<file path="config.mk">
export PLATFORM = sky130hd
export DESIGN_NAME = dco_nco
export DESIGN_NICKNAME = d
export VERILOG_FILES = /design/src/rtl/dpll_pkg.sv /design/src/rtl/dco_period_meter.sv /design/src/rtl/dco_nco.sv
export SDC_FILE = /design/constraint.sdc
export NUM_CORES = 1
export LEC_CHECK = 0
export CAP_MARGIN = 20
export CORE_MARGIN = 3
export CORE_UTILIZATION = 58
export CTS_CLUSTER_SIZE = 12
export DETAILED_ROUTE_END_ITERATION = 10
export GPL_TIMING_DRIVEN = 0
export PLACE_DENSITY = 0.85
export REMOVE_ABC_BUFFERS = 1
export SYNTH_ARGS = -nofsm -noshare
export SYNTH_HDL_FRONTEND = slang
export SYNTH_SLANG_ARGS = --single-unit
export TNS_END_PERCENT = 30
</file>
<file path="constraint.sdc">
create_clock -name clk -period 4.6 [get_ports clk]
set_input_delay 1.15 -clock clk [delete_from_list [all_inputs] [get_ports clk]]
set_output_delay 1.15 -clock clk [all_outputs]
set_load 0.005 [all_outputs]
</file>
<file path="src/rtl/dpll_pkg.sv">
// Constants and helpers shared by the DPLL blocks: the loop filter, this DCO
// and the full-model top all take their control-word width from here.
package dpll_pkg;

    localparam int CTRL_W        = 20;
    localparam int CTRL_MID      = 1 << (CTRL_W - 1);
    localparam int ACC_W_DEFAULT = 24;

    typedef enum logic [1:0] {
        TW_IN_RANGE,
        TW_BELOW,
        TW_ABOVE
    } tw_range_e;

    // Classifies a signed raw tuning word against the legal [lo, hi] window.
    function automatic tw_range_e tw_clamp(
        input logic signed [63:0] raw,
        input logic signed [63:0] lo,
        input logic signed [63:0] hi
    );
        tw_range_e r;
        if (raw < lo) begin
            r = TW_BELOW;
        end else if (raw > hi) begin
            r = TW_ABOVE;
        end else begin
            r = TW_IN_RANGE;
        end
        return r;
    endfunction

endpackage

</file>
<file path="src/rtl/dco_period_meter.sv">
// Measures the clk cycles between successive edge pulses; the first edge after
// reset only arms the meter.
module dco_period_meter #(
    parameter int PER_W = 16
) (
    input  logic             clk,
    input  logic             rst,
    input  logic             edge_pulse,
    output logic [PER_W-1:0] period,
    output logic             period_valid
);

    logic [PER_W-1:0] cnt_q, cnt_d;
    logic [PER_W-1:0] period_q, period_d;
    logic             valid_q, valid_d;
    logic             seen_q, seen_d;

    // The counter saturates so an over-long period reads back as all-ones.
    always_comb begin
        cnt_d    = (cnt_q == '1) ? cnt_q : cnt_q + PER_W'(1);
        period_d = period_q;
        valid_d  = 1'b0;
        seen_d   = seen_q;
        if (edge_pulse) begin
            cnt_d  = PER_W'(1);
            seen_d = 1'b1;
            if (seen_q) begin
                period_d = cnt_q;
                valid_d  = 1'b1;
            end
        end
    end

    always_ff @(posedge clk) begin
        if (rst) begin
            cnt_q    <= '0;
            period_q <= '0;
            valid_q  <= 1'b0;
            seen_q   <= 1'b0;
        end else begin
            cnt_q    <= cnt_d;
            period_q <= period_d;
            valid_q  <= valid_d;
            seen_q   <= seen_d;
        end
    end

    assign period       = period_q;
    assign period_valid = valid_q;

endmodule

</file>
<file path="src/rtl/dco_nco.sv">
// Digitally-controlled oscillator: maps the loop filter's offset-binary control
// word onto a clamped tuning word and runs a phase accumulator to make clk_vco.
module dco_nco #(
    parameter int CTRL_W      = dpll_pkg::CTRL_W,
    parameter int ACC_W       = dpll_pkg::ACC_W_DEFAULT,
    parameter int CENTER_WORD = 524288,
    parameter int GAIN_SHIFT  = 4,
    parameter int TW_MIN      = 1,
    parameter int TW_MAX      = 8388607,
    parameter int PER_W       = 16
) (
    input  logic              clk,
    input  logic              rst,
    input  logic [CTRL_W-1:0] dig_ctrl_voltage,
    input  logic              ctrl_valid,
    input  logic              hold,
    output logic              clk_vco,
    output logic              edge_pulse,
    output logic [ACC_W-1:0]  tuning_word,
    output logic              clamped,
    output logic [PER_W-1:0]  period,
    output logic              period_valid
);

    import dpll_pkg::tw_range_e;
    import dpll_pkg::tw_clamp;

    localparam int RAW_W = ACC_W + 2;
    localparam logic [CTRL_W:0] MID = {2'b01, {(CTRL_W - 1){1'b0}}};

    logic [CTRL_W-1:0]        ctrl_q, ctrl_d;
    logic                     pending_q, pending_d;
    logic [ACC_W-1:0]         tw_q, tw_d;
    logic                     clamped_q, clamped_d;
    logic [ACC_W-1:0]         acc_q, acc_d;
    logic                     clk_vco_q, clk_vco_d;
    logic                     edge_q, edge_d;

    logic signed [CTRL_W:0]   offset;
    logic signed [CTRL_W:0]   delta;
    logic signed [RAW_W-1:0]  raw;
    tw_range_e                range_sel;
    logic [ACC_W-1:0]         clamp_word;

    // Offset-binary control becomes a signed offset, scaled down and added to
    // the centre word; the result is limited to the legal tuning range.
    always_comb begin
        offset    = $signed({1'b0, ctrl_q}) - $signed(MID);
        delta     = offset >>> GAIN_SHIFT;
        raw       = $signed(RAW_W'(CENTER_WORD))
                  + $signed({{(RAW_W - CTRL_W - 1){delta[CTRL_W]}}, delta});
        range_sel = tw_clamp($signed({{(64 - RAW_W){raw[RAW_W-1]}}, raw}),
                             64'(TW_MIN), 64'(TW_MAX));
        case (range_sel)
            dpll_pkg::TW_BELOW: clamp_word = ACC_W'(TW_MIN);
            dpll_pkg::TW_ABOVE: clamp_word = ACC_W'(TW_MAX);
            default:            clamp_word = raw[ACC_W-1:0];
        endcase
    end

    // A capture in the same cycle as a pending update simply replaces the word
    // for the next computation; hold freezes both capture and update.
    always_comb begin
        ctrl_d    = ctrl_q;
        pending_d = pending_q;
        tw_d      = tw_q;
        clamped_d = clamped_q;
        if (pending_q && !hold) begin
            tw_d      = clamp_word;
            clamped_d = (range_sel != dpll_pkg::TW_IN_RANGE);
            pending_d = 1'b0;
        end
        if (ctrl_valid && !hold) begin
            ctrl_d    = dig_ctrl_voltage;
            pending_d = 1'b1;
        end
        acc_d     = acc_q + tw_q;
        clk_vco_d = acc_q[ACC_W-1];
        edge_d    = acc_q[ACC_W-1] & ~clk_vco_q;
    end

    always_ff @(posedge clk) begin
        if (rst) begin
            ctrl_q    <= MID[CTRL_W-1:0];
            pending_q <= 1'b0;
            tw_q      <= ACC_W'(CENTER_WORD);
            clamped_q <= 1'b0;
            acc_q     <= '0;
            clk_vco_q <= 1'b0;
            edge_q    <= 1'b0;
        end else begin
            ctrl_q    <= ctrl_d;
            pending_q <= pending_d;
            tw_q      <= tw_d;
            clamped_q <= clamped_d;
            acc_q     <= acc_d;
            clk_vco_q <= clk_vco_d;
            edge_q    <= edge_d;
        end
    end

    dco_period_meter #(
        .PER_W (PER_W)
    ) u_period_meter (
        .clk          (clk),
        .rst          (rst),
        .edge_pulse   (edge_q),
        .period       (period),
        .period_valid (period_valid)
    );

    assign clk_vco     = clk_vco_q;
    assign edge_pulse  = edge_q;
    assign tuning_word = tw_q;
    assign clamped     = clamped_q;

endmodule

</file>
==> summary.md <==
| Metric | Value |
|---|---|
| Run status | `finished clean` |
| Minimum clock period | `2.69 ns` |
| Initial antenna violation count | `0` |
| Total gr overflow | `0` |
| Synth cell types | `58` |
| H-Tree Depth | `3` |
| Pwr dens | `289 mW/mm²` |
| Vias in the first global route | `3497` |
| CP Class | `flip-flop to flip-flop` |
| Crit end category | `flip-flop` |
| Hold EP | `edge_pulse$_SDFF_PP0_` |
| Clk_lat worst skew | `0.36 ns` |
| Yosys top cell area share | `42.8%` |
| Die area | `0.00865 mm²` |
| Worst r2r dst | `acc_q[22]$_SDFF_PP0_` |
| EDFF count, synth | `0` |
| Most frequent cells in the layout | `nand2_1, dfxtp_1, a21oi_1, clkdlybuf4s50_1, nor2_1` |
| Hold buffers post-CTS | `0` |
| Worst flop-to-flop path startpoint | `tuning_word[0]$_SDFFE_PP0P_` |
| CTS Sinks | `94` |
| First-pass GRT wire length | `15200 µm` |
| Core Rows | `31` |
| I/O Pins | `68` |
| Die Wd | `93.0 µm` |
| Hold Crit Start | `clk_vco$_SDFF_PP0_` |
| Hold-critical path depth | `1` |
| Net switching power | `363 µW` |
| Detail Route Antenna Nets | `0` |
| Root Buffer Master | `clkbuf_8` |
| Endpoints failing hold | `0` |
| Data required, critical path | `4.85 ns` |
| Flop pwr share | `56.4%` |
| Setup Buffers After CTS | `0` |
| Syn. warnings | `0` |
| Routed WL per cell | `13.4 µm` |
| Post-synthesis cell area | `0.00439 mm²` |
| Maximum clock frequency | `371 MHz` |
| Clk_skew | `0.0104 ns` |
| Slowest cell on the critical path | `fa_1` |
| Post-synthesis sequential area ratio | `42.8%` |
| Sw frac | `24.3%` |
| Initial Utilization | `60.2%` |
| Hpwl dp | `6590 µm` |
| Internal power | `1130 µW` |
| Max_cap viols | `0` |
| Crit path max fanout | `4` |
| Cts bufs inserted | `9` |
| Area growth, synth to finish | `17.8%` |
| Synth top area cells | `dfxtp_1, nand2_1, a21oi_1, ha_1, nor2_1` |
| Final hold slack | `0.442 ns` |
| Layout cells sized above 1 | `7.28%` |
| Commonest non-fill, non-tap cell in the layout | `nand2_1` |
| DRC | `0` |
| Peak supply drop | `0.000190 V` |
| Post-CTS Resized | `0` |
| Post-Syn Instances | `532` |
| Worst Hold Class | `flip-flop to flip-flop` |
| Logic pwr share | `5.6%` |
| CP arrival | `2.94 ns` |
| Vias per cell | `5.47` |
| Mean Syn Cell Area | `8.26 µm²` |
| Slew at the pin with the worst max-slew slack | `1.01 ns` |
| CTS clock-pin slew for the worst setup and hold paths | `0.09 ns` |
| Main synth FF type | `dfxtp_1` |
| Yosys reg bits | `94` |
| Period Utilization, post-route | `58.5%` |
| Finish-stage setup viols | `0` |
| Largest net degree at the start of global routing | `47` |
| Total wire length | `9070 µm` |
| CTS max path bufs | `2` |
| Unrepaired setup endpoints after global routing | `false` |
| Startpoint Class | `flip-flop` |
| Worst reg2reg path depth | `8` |
| Worst path cell trace | `ha_1 > fa_1 > a21o_1 > a221o_2 > a22oi_1 > a21oi_1 > a31oi_1 > mux2_2` |
| TritonCTS clock tree | `built` |
| Final Max Slew Viols | `0` |
| Routed via count | `3696` |
| Clk pwr share | `37.9%` |
| Total track usage | `21.3%` |
| Chip height | `93.0 µm` |
| R2R Setup Slk | `1.91 ns` |
| Final TNS setup | `0 ns` |
| Worst path max stage delay | `0.41 ns` |
| N_diodes | `0` |
| DRT iter0 DRCs | `223` |
| Post-synthesis async set-or-reset flop share | `0%` |
| Core area | `0.00729 mm²` |
| Yosys top cell by area | `dfxtp_1` |
| Slew headroom | `32.4%` |
| Nets | `618` |
| Leak | `0.00197 µW` |
| Gpl congestion | `0.881` |
| Number of iterations in the first detailed-routing pass | `8` |
| Port Buf Inserts | `58` |
## routing by layer
layer | part of all wire, % | vias up | global-route usage [%]
met5 | 0 | - | 0
met4 | 1.9 | 0 | 8.18
met2 | 49 | 110 | 37.3
li1 | - | 1889 | -
met1 | 45 | 1678 | 26.4
met3 | 4.0 | 19 | 3.14
## critical path, delay by kind of cell (launching register included)
family | cells | cell delay, ns
compound gates | 5 | 1.24
fa+ha+maj | 2 | 0.65
mux | 1 | 0.36
flops | 1 | 0.34
## metrics by stage
stage | utilization [%] | std cells | setup WS, ns | instance area [µm²] | total power (µW)
finish | 71.0 | 676 | 1.91 | 5170 | 1490
global route | 71.0 | 676 | 1.77 | 5170 | 1550
CTS | 70.9 | 675 | 1.93 | 5170 | 1510
detailed placement | 68.0 | 659 | 1.78 | 4960 | 946
global placement | 67.8 | 658 | 0.0321 | 4940 | 940
floorplan | - | 501 | 2.19 | 4240 | 901
## cells in the mapped netlist, types with 2 or more instances
| cell type | count |
|---|---|
| a211oi_1 | 4 |
| a21o_1 | 9 |
| a21o_2 | 2 |
| a21oi_1 | 69 |
| a22oi_1 | 2 |
| a31o_2 | 3 |
| a31oi_1 | 4 |
| a41oi_1 | 2 |
| and2_1 | 2 |
| and3_1 | 5 |
| buf_1 | 3 |
| buf_4 | 9 |
| clkbuf_1 | 21 |
| dfxtp_1 | 94 |
| ha_1 | 21 |
| inv_1 | 4 |
| mux2_2 | 7 |
| nand2_1 | 111 |
| nand2b_1 | 2 |
| nand3_1 | 8 |
| nand4_1 | 5 |
| nand4b_1 | 2 |
| nor2_1 | 52 |
| nor2b_1 | 14 |
| nor3_1 | 9 |
| nor3b_1 | 5 |
| o21ai_0 | 6 |
| o21bai_1 | 4 |
| or2_2 | 3 |
| xnor2_1 | 17 |
| xor2_1 | 6 |
## logic make-up (layout without fill, tap and decap cells)
logic type	after synthesis	after routing	synth area share (%)
adders and majority gates	22	22	6.44
DFF	94	94	42.8
and+or+nand+nor	228	228	23.4
other	1	5	0.0854
xor gates and xnor gates	23	23	4.59
AOI/OAI and AO/OA	117	117	16.5
muxes	8	8	2.02
buffers and inverters	39	80	4.16
## area by class of cell
class / count / area (µm²)
multi-input cells: 403 / 2340
fillers: 598 / 2120
flip-flops and latches: 94 / 1880
repair buffers: 60 / 603
clock buffers: 9 / 124
well taps: 99 / 124
clock inverters: 7 / 83.8
inverters: 4 / 15.0
## power groups by stage
| stage | registers, µW | logic, µW | clock network, µW |
|---|---|---|---|
| 2_1_floorplan | 858 | 43.0 | 0 |
| 3_3_place_gp | 860 | 79.8 | 0 |
| 3_5_place_dp | 862 | 84.1 | 0 |
| 4_1_cts | 843 | 84.3 | 578 |
| 5_1_grt | 846 | 94.1 | 612 |
| 6_report | 843 | 84.2 | 567 |
## worst max path at each step
stage / startpoint / end / slack, ns / cells past startpoint
6_report: tuning_word[0]$_SDFFE_PP0P_ / acc_q[22]$_SDFF_PP0_ / 1.91 / 8
5_1_grt: tuning_word[0]$_SDFFE_PP0P_ / acc_q[22]$_SDFF_PP0_ / 1.77 / 8
3_5_place_dp: hold / tuning_word[2]$_SDFFE_PP0P_ / 1.78 / 4
2_1_floorplan: tuning_word[0]$_SDFFE_PP0P_ / acc_q[22]$_SDFF_PP0_ / 2.19 / 8
4_1_cts: tuning_word[0]$_SDFFE_PP0P_ / acc_q[22]$_SDFF_PP0_ / 1.93 / 8
3_3_place_gp: rst / u_period_meter.cnt_q[12]$_SDFFE_PP0P_ / 0.03 / 4
## flip-flops by register name (all words and copies together) (netlist names)
register / flops
acc_q: 24
tuning_word: 17
ctrl_q: 16
u_period_meter.cnt_q: 16
u_period_meter.period: 16
clk_vco: 1
edge_pulse: 1
pending_q: 1
u_period_meter.period_valid: 1
u_period_meter.seen_q: 1
Power figures use the tool's default switching activity.
